--- src/rtl/cpu_pkg.sv ---
// Shared decode definitions: opcodes, instruction field positions,
// and the registered bundle handed from decode to execute.
package cpu_pkg;

    localparam logic [3:0] OP_R    = 4'h0;
    localparam logic [3:0] OP_ADDI = 4'h1;
    localparam logic [3:0] OP_LD   = 4'h8;
    localparam logic [3:0] OP_ST   = 4'h9;
    localparam logic [3:0] OP_BEQZ = 4'hC;
    localparam logic [3:0] OP_BNEZ = 4'hD;
    localparam logic [3:0] OP_J    = 4'hE;
    localparam logic [3:0] OP_JR   = 4'hF;

    localparam int OP_HI   = 15;
    localparam int OP_LO   = 12;
    localparam int RD_HI   = 11;
    localparam int RD_LO   = 9;
    localparam int RS_HI   = 8;
    localparam int RS_LO   = 6;
    localparam int RT_HI   = 5;
    localparam int RT_LO   = 3;
    localparam int FUNC_HI = 2;
    localparam int FUNC_LO = 0;

    typedef struct packed {
        logic        valid;
        logic [3:0]  op;
        logic [2:0]  func;
        logic [2:0]  rd;
        logic        reg_write;
        logic [15:0] rs_val;
        logic [15:0] rt_val;
        logic [15:0] imm;
        logic [15:0] next_pc;
    } ex_bundle_t;

    function automatic logic [15:0] sext6(input logic [5:0] v);
        return {{10{v[5]}}, v};
    endfunction

    function automatic logic [15:0] sext9(input logic [8:0] v);
        return {{7{v[8]}}, v};
    endfunction

    function automatic logic [15:0] sext12(input logic [11:0] v);
        return {{4{v[11]}}, v};
    endfunction

endpackage

--- src/rtl/decode_hazard.sv ---
// Load-use detector: the load sitting in execute writes a register
// that the instruction now in decode wants to read.
module decode_hazard
    import cpu_pkg::*;
(
    input  logic       i_en,
    input  logic       i_ex_valid,
    input  logic [3:0] i_ex_op,
    input  logic [2:0] i_ex_rd,
    input  logic [2:0] i_rs_addr,
    input  logic [2:0] i_rt_addr,
    input  logic       i_uses_rs,
    input  logic       i_uses_rt,
    output logic       o_hazard
);

    logic w_ld_pending;
    logic w_rs_hit;
    logic w_rt_hit;

    assign w_ld_pending = i_en & i_ex_valid
                        & (i_ex_op == OP_LD)
                        & (i_ex_rd != 3'd0);

    assign w_rs_hit = i_uses_rs & (i_rs_addr == i_ex_rd);
    assign w_rt_hit = i_uses_rt & (i_rt_addr == i_ex_rd);

    assign o_hazard = w_ld_pending & (w_rs_hit | w_rt_hit);

endmodule

--- src/rtl/decode_stage.sv ---
// Decode stage: field decode, load-use stall, branch/jump redirect
// and post-redirect squashing of wrong-path fetches.
module decode_stage
    import cpu_pkg::*;
#(
    parameter int FLUSH_SLOTS = 1
) (
    input  logic        clk,
    input  logic        rst,
    input  logic [15:0] NextPCIn,
    input  logic [15:0] InstructIn,
    input  logic        DownStall,
    output logic [2:0]  RsAddr,
    output logic [2:0]  RtAddr,
    input  logic [15:0] RsData,
    input  logic [15:0] RtData,
    output logic        Stall,
    output logic [15:0] TruePC,
    output logic        NotBranchOrJump,
    output logic        ExValid,
    output logic [3:0]  ExOp,
    output logic [2:0]  ExFunc,
    output logic [2:0]  ExRd,
    output logic        ExRegWrite,
    output logic [15:0] ExRsVal,
    output logic [15:0] ExRtVal,
    output logic [15:0] ExImm,
    output logic [15:0] ExNextPC
);

    localparam logic [1:0] LP_FLUSH = FLUSH_SLOTS[1:0];

    ex_bundle_t  r_ex;
    logic [1:0]  r_flush;

    ex_bundle_t  w_dec;
    logic [3:0]  w_op;
    logic [2:0]  w_rd;
    logic [2:0]  w_rs_addr;
    logic [2:0]  w_rt_addr;
    logic        w_uses_rs;
    logic        w_uses_rt;
    logic        w_writes;
    logic        w_taken;
    logic [15:0] w_target;
    logic        w_pending;
    logic        w_hazard;
    logic        w_accept;
    logic        w_squash;
    logic        w_redirect;

    assign w_op = InstructIn[OP_HI:OP_LO];
    assign w_rd = InstructIn[RD_HI:RD_LO];

    // Branches name their source in the rd slot; stores name rt there.
    assign w_rs_addr = (w_op == OP_BEQZ || w_op == OP_BNEZ)
                     ? InstructIn[RD_HI:RD_LO]
                     : InstructIn[RS_HI:RS_LO];
    assign w_rt_addr = (w_op == OP_ST)
                     ? InstructIn[RD_HI:RD_LO]
                     : InstructIn[RT_HI:RT_LO];

    assign RsAddr = w_rs_addr;
    assign RtAddr = w_rt_addr;

    always_comb begin
        w_dec         = '0;
        w_uses_rs     = 1'b0;
        w_uses_rt     = 1'b0;
        w_writes      = 1'b0;
        w_taken       = 1'b0;
        w_target      = NextPCIn + sext9(InstructIn[8:0]);
        w_dec.valid   = 1'b1;
        w_dec.op      = w_op;
        w_dec.rs_val  = RsData;
        w_dec.rt_val  = RtData;
        w_dec.next_pc = NextPCIn;
        case (w_op)
            OP_R: begin
                w_uses_rs  = 1'b1;
                w_uses_rt  = 1'b1;
                w_writes   = 1'b1;
                w_dec.func = InstructIn[FUNC_HI:FUNC_LO];
            end
            OP_ADDI, OP_LD: begin
                w_uses_rs = 1'b1;
                w_writes  = 1'b1;
                w_dec.imm = sext6(InstructIn[5:0]);
            end
            OP_ST: begin
                w_uses_rs = 1'b1;
                w_uses_rt = 1'b1;
                w_dec.imm = sext6(InstructIn[5:0]);
            end
            OP_BEQZ: begin
                w_uses_rs = 1'b1;
                w_dec.imm = sext9(InstructIn[8:0]);
                w_taken   = (RsData == 16'd0);
            end
            OP_BNEZ: begin
                w_uses_rs = 1'b1;
                w_dec.imm = sext9(InstructIn[8:0]);
                w_taken   = (RsData != 16'd0);
            end
            OP_J: begin
                w_dec.imm = sext12(InstructIn[11:0]);
                w_taken   = 1'b1;
                w_target  = NextPCIn + sext12(InstructIn[11:0]);
            end
            OP_JR: begin
                w_uses_rs = 1'b1;
                w_taken   = 1'b1;
                w_target  = RsData;
            end
            default: ;
        endcase
        if (w_writes) begin
            w_dec.rd        = w_rd;
            w_dec.reg_write = (w_rd != 3'd0);
        end
    end

    assign w_pending = (r_flush != 2'd0);

    decode_hazard u_hazard (
        .i_en       (rst & ~w_pending),
        .i_ex_valid (r_ex.valid),
        .i_ex_op    (r_ex.op),
        .i_ex_rd    (r_ex.rd),
        .i_rs_addr  (w_rs_addr),
        .i_rt_addr  (w_rt_addr),
        .i_uses_rs  (w_uses_rs),
        .i_uses_rt  (w_uses_rt),
        .o_hazard   (w_hazard)
    );

    assign w_accept   = rst & ~DownStall & ~w_hazard;
    assign w_squash   = w_accept & w_pending;
    assign w_redirect = w_accept & ~w_pending & w_taken;

    assign Stall           = rst & (DownStall | w_hazard);
    assign NotBranchOrJump = ~w_redirect;
    assign TruePC          = w_redirect ? w_target : 16'd0;

    always_ff @(posedge clk or negedge rst) begin
        if (!rst) begin
            r_ex    <= '0;
            r_flush <= 2'd0;
        end else if (!DownStall) begin
            if (w_hazard || w_squash)
                r_ex <= '0;
            else
                r_ex <= w_dec;
            if (w_squash)
                r_flush <= r_flush - 2'd1;
            else if (w_redirect)
                r_flush <= LP_FLUSH;
        end
    end

    assign ExValid    = r_ex.valid;
    assign ExOp       = r_ex.op;
    assign ExFunc     = r_ex.func;
    assign ExRd       = r_ex.rd;
    assign ExRegWrite = r_ex.reg_write;
    assign ExRsVal    = r_ex.rs_val;
    assign ExRtVal    = r_ex.rt_val;
    assign ExImm      = r_ex.imm;
    assign ExNextPC   = r_ex.next_pc;

endmodule

--- config.mk ---
export PLATFORM = sky130hd
export DESIGN_NAME = decode_stage
export DESIGN_NICKNAME = d
export VERILOG_FILES = /design/src/rtl/cpu_pkg.sv /design/src/rtl/decode_hazard.sv /design/src/rtl/decode_stage.sv
export SDC_FILE = /design/constraint.sdc
export NUM_CORES = 1
export LEC_CHECK = 0
export ABC_AREA = 1
export CORE_ASPECT_RATIO = 1.2
export CORE_MARGIN = 2
export CORE_UTILIZATION = 49
export DETAILED_ROUTE_END_ITERATION = 10
export PLACE_DENSITY = 0.91
export REMOVE_ABC_BUFFERS = 1
export SLEW_MARGIN = 20
export SYNTH_ARGS = -nofsm -noshare
export SYNTH_HDL_FRONTEND = slang
export SYNTH_HIERARCHICAL = 1
export SYNTH_SLANG_ARGS = --single-unit
--- constraint.sdc ---
create_clock -name clk -period 6.8 [get_ports clk]
set_clock_uncertainty 0.05 [all_clocks]
set_input_delay 2.04 -clock clk [delete_from_list [all_inputs] [get_ports clk]]
set_output_delay 2.04 -clock clk [all_outputs]
set_load 0.01 [all_outputs]
# After elaboration in Yosys (flattened, before gate mapping)
# Cells that the tools add are included.
dict set report op_classes {
  addsub 3
  eq_ne 10
  n_mux 14
  n_bitwise 19
  n_reduce_logical 16
}
# cell count
set ops {}
lappend ops {{76-bit two-way mux} 1}
lappend ops {{16-bit case mux with 3 select lines} 1}
lappend ops {{16-bit adder} 2}
lappend ops {{16-bit case mux with 2 select lines} 1}
lappend ops {{4-bit == test, second input constant} 7}
lappend ops {{16-bit zero test} 1}
lappend ops {{16-bit two-way mux} 1}
lappend ops {{16-bit nonzero test} 1}
lappend ops {{1-bit bitwise AND} 13}
lappend ops {{3-bit two-way mux} 3}
lappend ops {{7-bit OR reduction} 1}
lappend ops {{3-bit == test} 2}
lappend ops {{3-bit nonzero test} 2}
lappend ops {{2-bit OR reduction} 3}
lappend ops {{3-bit OR reduction} 2}
lappend ops {{4-bit by 1-bit == test with 1-bit output, second input constant} 1}
lappend ops {{4-bit zero test} 1}
lappend ops {{2-bit two-way mux} 2}
lappend ops {{4-bit two-way mux} 1}
lappend ops {{1-bit inverter} 4}
lappend ops {{2-bit nonzero test} 2}
lappend ops {{1-bit two-way mux} 3}
lappend ops {{1-bit case mux with 3 select lines} 1}
lappend ops {{1-bit logical OR} 2}
lappend ops {{other kinds (3)} 4}
dict set report totals {
  register_bits 78
  inputBits 67
}

# Longest topological paths before layout
dict set report logic_depth {
  depth_word 13
  depth_mapped 17
}

# Hierarchy
# Netlist, hierarchy kept.
# module n_inst cells_each area_per_inst_um2 seq_area_each_um2
set modules_own_cells {}
lappend modules_own_cells {decode_stage 1 555 4349.2 1851.8}
lappend modules_own_cells {decode_hazard 1 41 161.4 0.0}

# Least setup slack after synthesis
# OpenSTA, ideal clock, no wires.
dict set report synth_timing {
  path_kind {input port to output port}
  start {input port InstructIn[14]}
  end {output port TruePC[3]}
  arrival_ns 3.897
  slack_ns 0.813
  stages 12
  n_path_buf 1
  cell_sequence {nor2_1 -> nand3_1 -> o21ai_0 -> nand2_1 -> nand2_1 -> nor2_1 -> nand2_1 -> a21oi_2 -> nor4_4 -> nand2_4 -> buf_6 -> nor2_1}
}
dict set report synth_between {
  elab_cells_between_ends 29
}
# element line
set synth_lines {}
lappend synth_lines {{start, declared} decode_stage.sv:11} ;# input logic [15:0] InstructIn,
lappend synth_lines {{4-bit == test} decode_stage.sv:59} ;# assign w_rt_addr = (w_op == OP_ST)
lappend synth_lines {{3-bit two-way mux} decode_stage.sv:60} ;# ? InstructIn[RD_HI:RD_LO]
lappend synth_lines {{via RtAddr[1]} decode_stage.sv:14} ;# output logic [2:0] RtAddr,
lappend synth_lines {{3-bit == test} decode_hazard.sv:26} ;# assign w_rt_hit = i_uses_rt & (i_rt_addr == i_ex_rd);
lappend synth_lines {{1-bit bitwise AND} decode_hazard.sv:26}
lappend synth_lines {{1-bit OR} decode_hazard.sv:28} ;# assign o_hazard = w_ld_pending & (w_rs_hit | w_rt_hit);
lappend synth_lines {{1-bit bitwise AND} decode_hazard.sv:28}
lappend synth_lines {{via w_hazard} decode_stage.sv:47} ;# logic w_hazard;
lappend synth_lines {{1-bit inverter} decode_stage.sv:137} ;# assign w_accept = rst & ~DownStall & ~w_hazard;
lappend synth_lines {{1-bit bitwise AND} decode_stage.sv:137}
lappend synth_lines {{1-bit bitwise AND (2 in series)} decode_stage.sv:139} ;# assign w_redirect = w_accept & ~w_pending & w_taken;
lappend synth_lines {{16-bit two-way mux} decode_stage.sv:143} ;# assign TruePC = w_redirect ? w_target : 16'd0;
lappend synth_lines {{end, declared} decode_stage.sv:18} ;# output logic [15:0] TruePC,
# The timed path passes the listed nets, and every way through them passes these cells.

# Final worst setup path
dict set report layout_timing {
  start {input port InstructIn[15]}
  end {output port NotBranchOrJump}
}
dict set report layout_between {
  elab_cells_between_ends 28
}
# element line
set layout_lines {}
lappend layout_lines {{4-bit == test (tied with other cells)} decode_stage.sv:78} ;# case (w_op)
lappend layout_lines {{7-bit OR reduction (no source line) *} n/a}
lappend layout_lines {{1-bit two-way mux *} decode_stage.sv:78}
lappend layout_lines {{via w_uses_rs} decode_stage.sv:41} ;# logic w_uses_rs;
lappend layout_lines {{1-bit bitwise AND *} decode_hazard.sv:25} ;# assign w_rs_hit = i_uses_rs & (i_rs_addr == i_ex_rd);
lappend layout_lines {{1-bit OR *} decode_hazard.sv:28}
lappend layout_lines {{1-bit bitwise AND *} decode_hazard.sv:28}
lappend layout_lines {{via w_hazard} decode_stage.sv:47}
lappend layout_lines {{1-bit inverter *} decode_stage.sv:137}
lappend layout_lines {{1-bit bitwise AND *} decode_stage.sv:137}
lappend layout_lines {{1-bit bitwise AND * (2 in series)} decode_stage.sv:139}
lappend layout_lines {{1-bit inverter *} decode_stage.sv:142} ;# assign NotBranchOrJump = ~w_redirect;
lappend layout_lines {{end, declared} decode_stage.sv:19} ;# output logic NotBranchOrJump,
# Mark *: on every way through the listed nets, which the timed path passes. The rest lies on a longest branch.

==> results list <==
* Outcome: finished clean
* Period utilisation layout: 0.988
- In this run, synthesis produced a sequential element count of 74.
* Setup CP Type: in -> out
- Remaining antenna violation count after routing: 0
* Number of remaining DRC errors: 0
- Count of synthesis-stage warnings from yosys: 6
- The later pin in the worst-skew pair is clocked with a latency of approximately 0.36 ns.
* Clk sinks: 74
* Launching element type of the critical path: input port
- Final Util: 0.748
- After synthesis the cells add up to approximately 4500 um^2.
- Switching Power: 503 uW
- Number of distinct library cells after synthesis: 35
- Standard cell with the maximum stage delay on the critical path: clkdlybuf4s50_1
- Of the synthesized area, sequential elements account for 0.411.
* Worst Path Required: roughly 4.7 ns
* Compound-cell area share of the yosys netlist: 0.175
- Number of top-level pins: between 150 and 200
- The number of global-route vias before repair is slightly below 5000.
- After the first detailed-routing iteration, the DRC count stood at approximately 290.
- Static timing analysis puts the maximum clock frequency at roughly 150 MHz.
- Together, buffers and inverters on the worst path number 7.
- Of the total synthesized cell area, the portion taken by AND, OR, NAND and NOR gates is 0.254.
- Count of final hold-check violations: 0
- Port-buffer cells: approximately 170
- In this run the register-to-register setup slack is roughly 3.8 ns.
- Post-detailed-route via-to-cell ratio: roughly 5.3
* Xor/xnor cell area share of the yosys netlist: 0.00388
- The tree is rooted in a clkbuf_8.
- For this design the static power due to leakage is between 3 and 4 nW.
- dfrtp_1 takes more of the synthesized area than any other cell.
- Max Cap Viol: 0
- Worst-case clock buffer depth: 2
* Die height: about 110 um
* Ratio of cells with drive above 1 in the final layout: 0.124
- Number of flops mapped to enable cells by yosys: 0
- The most used flip-flop cell after synthesis is dfrtp_1.
- Setup violations remaining at the end of the flow were counted as 0.
- For the pin with the worst max-slew slack, the measured transition is ~0.93 ns.
- Power Internal: roughly 930 uW
* Number of inserted diodes: 0
- Average cell area after synthesis: 7.57 um^2
* Vias after detailed routing: a little under 5000
- Setup repair after global routing could not meet its margin everywhere.
* Number of search-and-repair iterations in the first detailed-routing pass: 5
- Global Route Usage Sum: 0.299
* Share of synthesized flip-flops with an asynchronous set or reset: 1.00
- Main combinational cell family by area after synthesis: simple AND/OR/NAND/NOR gates
- Final Power: roughly 1.4 mW
* Final instance count without filler cells: 913
- Cell count after placement: 895
- Cell area after placement: 6430 um^2
- Part of the power in registers: 0.392
- Slew Limit Fails: 0
* Total number of H-tree levels: 3
- Kind of cell with the highest combined delay on the critical path: buffers and inverters
- Data on the critical path arrives at its endpoint at around 4.6 ns.
- Instance count of the mapped netlist: approximately 600
* Proportion of netlist area held by the largest area contributor: 0.411
- The signal on the critical path passes through clkdlybuf4s50_1 -> nand2_2 -> inv_2 -> buf_4 -> nand2_2 -> nor2_4 -> inv_2 -> nand2_1 -> nand2_1 -> nor2_1 -> nand2_1 -> a21oi_2 -> nor4_4 -> nand2_4 -> buf_4 -> buf_4 -> clkdlybuf4s50_1.
- By area the synthesized netlist is led by dfrtp_1, nand2_1, a22o_1.
* Share of cell area taken by muxes after synthesis: 0
- Of the total synthesized cell area, the portion taken by full adders, half adders and majority gates is 0.0516.
- The number of hold buffers added after CTS was 0.
* Worst rel slew slack: 0.381
* Gate power share: 0.385
* Largest net degree at the start of global routing: 76
- Dividing total power by cell area gives a power density of about 210 nW/um^2.
- TritonCTS built the clock tree.
- Number of antenna violations at the first check in global routing: 0
- On the worst path, the slowest cell contributes a delay of approximately 0.56 ns.
- Final WL: about 15000 um
- Along the worst path, the maximum fanout reaches 5.
- Endpoint class of the critical path: output port
* Worst hold-check path type: reg -> reg
- Most instantiated cells after synthesis: nand2_1, inv_1, dfrtp_1, nor2_1
- Clock tree synthesis inserted a total of 9 buffers.
- After floorplanning, the core was divided into 38 placement rows.
- Initial core utilization: 0.502
- Of the total power, the share spent switching nets is 0.351.
* Chip Width: slightly above 90 um
- After clock tree synthesis, the clock-pin slew on the worst setup and hold paths is 0.08 ns.
- IR analysis of the VDD net gives a maximum drop of ~120 uV.
- In the post-synthesis netlist, the cell with the most instances is nand2_1.
* Fin crit period: between 6 and 7 ns
- Cell area after layout: just under 7000 um^2
- After floorplanning, the core was sized to cover 8990 um^2.
* Final net count: about 870
* Placer Congestion: between 0.9 and 1
* GRT Residual Overflow: 0
- Area growth from synthesis to final layout: 49.0%
* Post-route worst hold slack: between 0.4 and 0.5 ns
- Final routed wire length divided by cell count: approximately 16 um
- The first global-routing pass estimated about 24000 um of wire.
- The wire-length estimate of the detail-placed layout is ~11000 um.
* Area enclosed by the die boundary: around 10000 um^2
* Clock share of power: 0.223
-- metrics by stage --
stage / setup TNS [ns] / worst slack [ns]
after global placement: -1.45 / -0.133
after CTS: -0.101 / -0.101
final: 0 / 0.0810
after global routing: -0.131 / -0.0581
after floorplan: 0 / 0.778
after detailed placement: -3.36 / -0.262
-- per-layer routing --
metal  wire, um  GRT usage
met5          0          0
met1       5790      0.362
met3        916     0.0394
met2       7510      0.532
met4        473      0.134
-- state kept, by name, summed over array words and instances (netlist names) --
signal and flops:
ExValid 1, ExNextPC 16, ExRtVal 16, ExRd 3, ExFunc 3, ExRegWrite 1
r_flush 2, ExImm 12, ExRsVal 16, ExOp 4
-- path summary, 6_finish.rpt --
kind / startpoint / endpoint / depth (start not counted)
min reg2reg: ExRsVal[5] / ExRsVal[5] / 2
max in group asynchronous: rst / ExImm[4] / 2
min in group asynchronous: rst / ExRsVal[10] / 2
max: InstructIn[15] / NotBranchOrJump / 17
min: ExRsVal[5] / ExRsVal[5] / 2
max reg2reg: r_flush[0] / ExFunc[2] / 14
-- cell usage in the layout (no fill, tap or decap), types with 4 or more instances in the layout --
| master | netlist | final |
|---|---|---|
| o21ai_2 | 2 | 6 |
| o21ai_0 | 40 | 33 |
| nand2_2 | 5 | 7 |
| nand2_1 | 171 | 169 |
| clkbuf_8 | 0 | 9 |
| a21oi_1 | 18 | 15 |
| o31ai_1 | 4 | 4 |
| buf_4 | 9 | 37 |
| dfrtp_1 | 74 | 74 |
| ha_1 | 17 | 14 |
| dlygate4sd2_1 | 0 | 5 |
| o21ai_1 | 4 | 7 |
| inv_2 | 8 | 10 |
| nor3_1 | 5 | 4 |
| nor2_1 | 56 | 55 |
| inv_1 | 81 | 79 |
| a22o_1 | 40 | 40 |
| clkdlybuf4s50_1 | 0 | 153 |
| a21oi_2 | 2 | 5 |
| dlymetal6s2s_1 | 0 | 5 |
| nand3_1 | 26 | 25 |
-- power groups by stage --
stage,Sequential (mW),Combinational [mW],Clock (mW)
5_1_grt,0.571,0.600,0.342
6_report,0.561,0.552,0.319
4_1_cts,0.560,0.544,0.321
3_5_place_dp,0.569,0.539,0
2_1_floorplan,0.597,0.208,0
3_3_place_gp,0.564,0.524,0
-- worst reg2reg max path, cell delays in order (launching register included) --
cell and delay (ns):
dfrtp_1 0.38, inv_1 0.06, ha_1 0.27, nand2_1 0.09, inv_1 0.04, nand2_1 0.05, inv_1 0.04, nand3_1 0.11
a21oi_2 0.07, nor2_1 0.14, buf_4 0.14, o21ai_4 0.15, inv_2 0.66, nand3_1 0.35, o21ai_0 0.29
-- final cells by class --
cell class / count / area [um^2]
Multi-Input combinational cell: 412 / 2280
Clock buffer: 9 / 124
Sequential cell: 74 / 1850
Fill cell: 666 / 2270
Inverter: 89 / 334
Tap cell: 120 / 150
Timing Repair Buffer: 202 / 1930
Clock inverter: 7 / 52.6
-- cell families after synthesis --
logic type / after synthesis
and+or+nand+nor: 275
AOI/OAI and AO/OA: 117
buffers and inverters: 110
DFF: 74
adders and majority gates: 18
xor gates and xnor gates: 2
-- timing repair --
action / 4_1_cts / 5_1_grt
resized for setup: 16 / 23
buffers inserted: 0 / 2
cloned: 0 / 0
endpoints found under the setup margin: 17 / 16
hold endpoints to repair: 0 / 0
pin swaps: 1 / 2
Note: power is estimated with default switching activity, not from simulation.
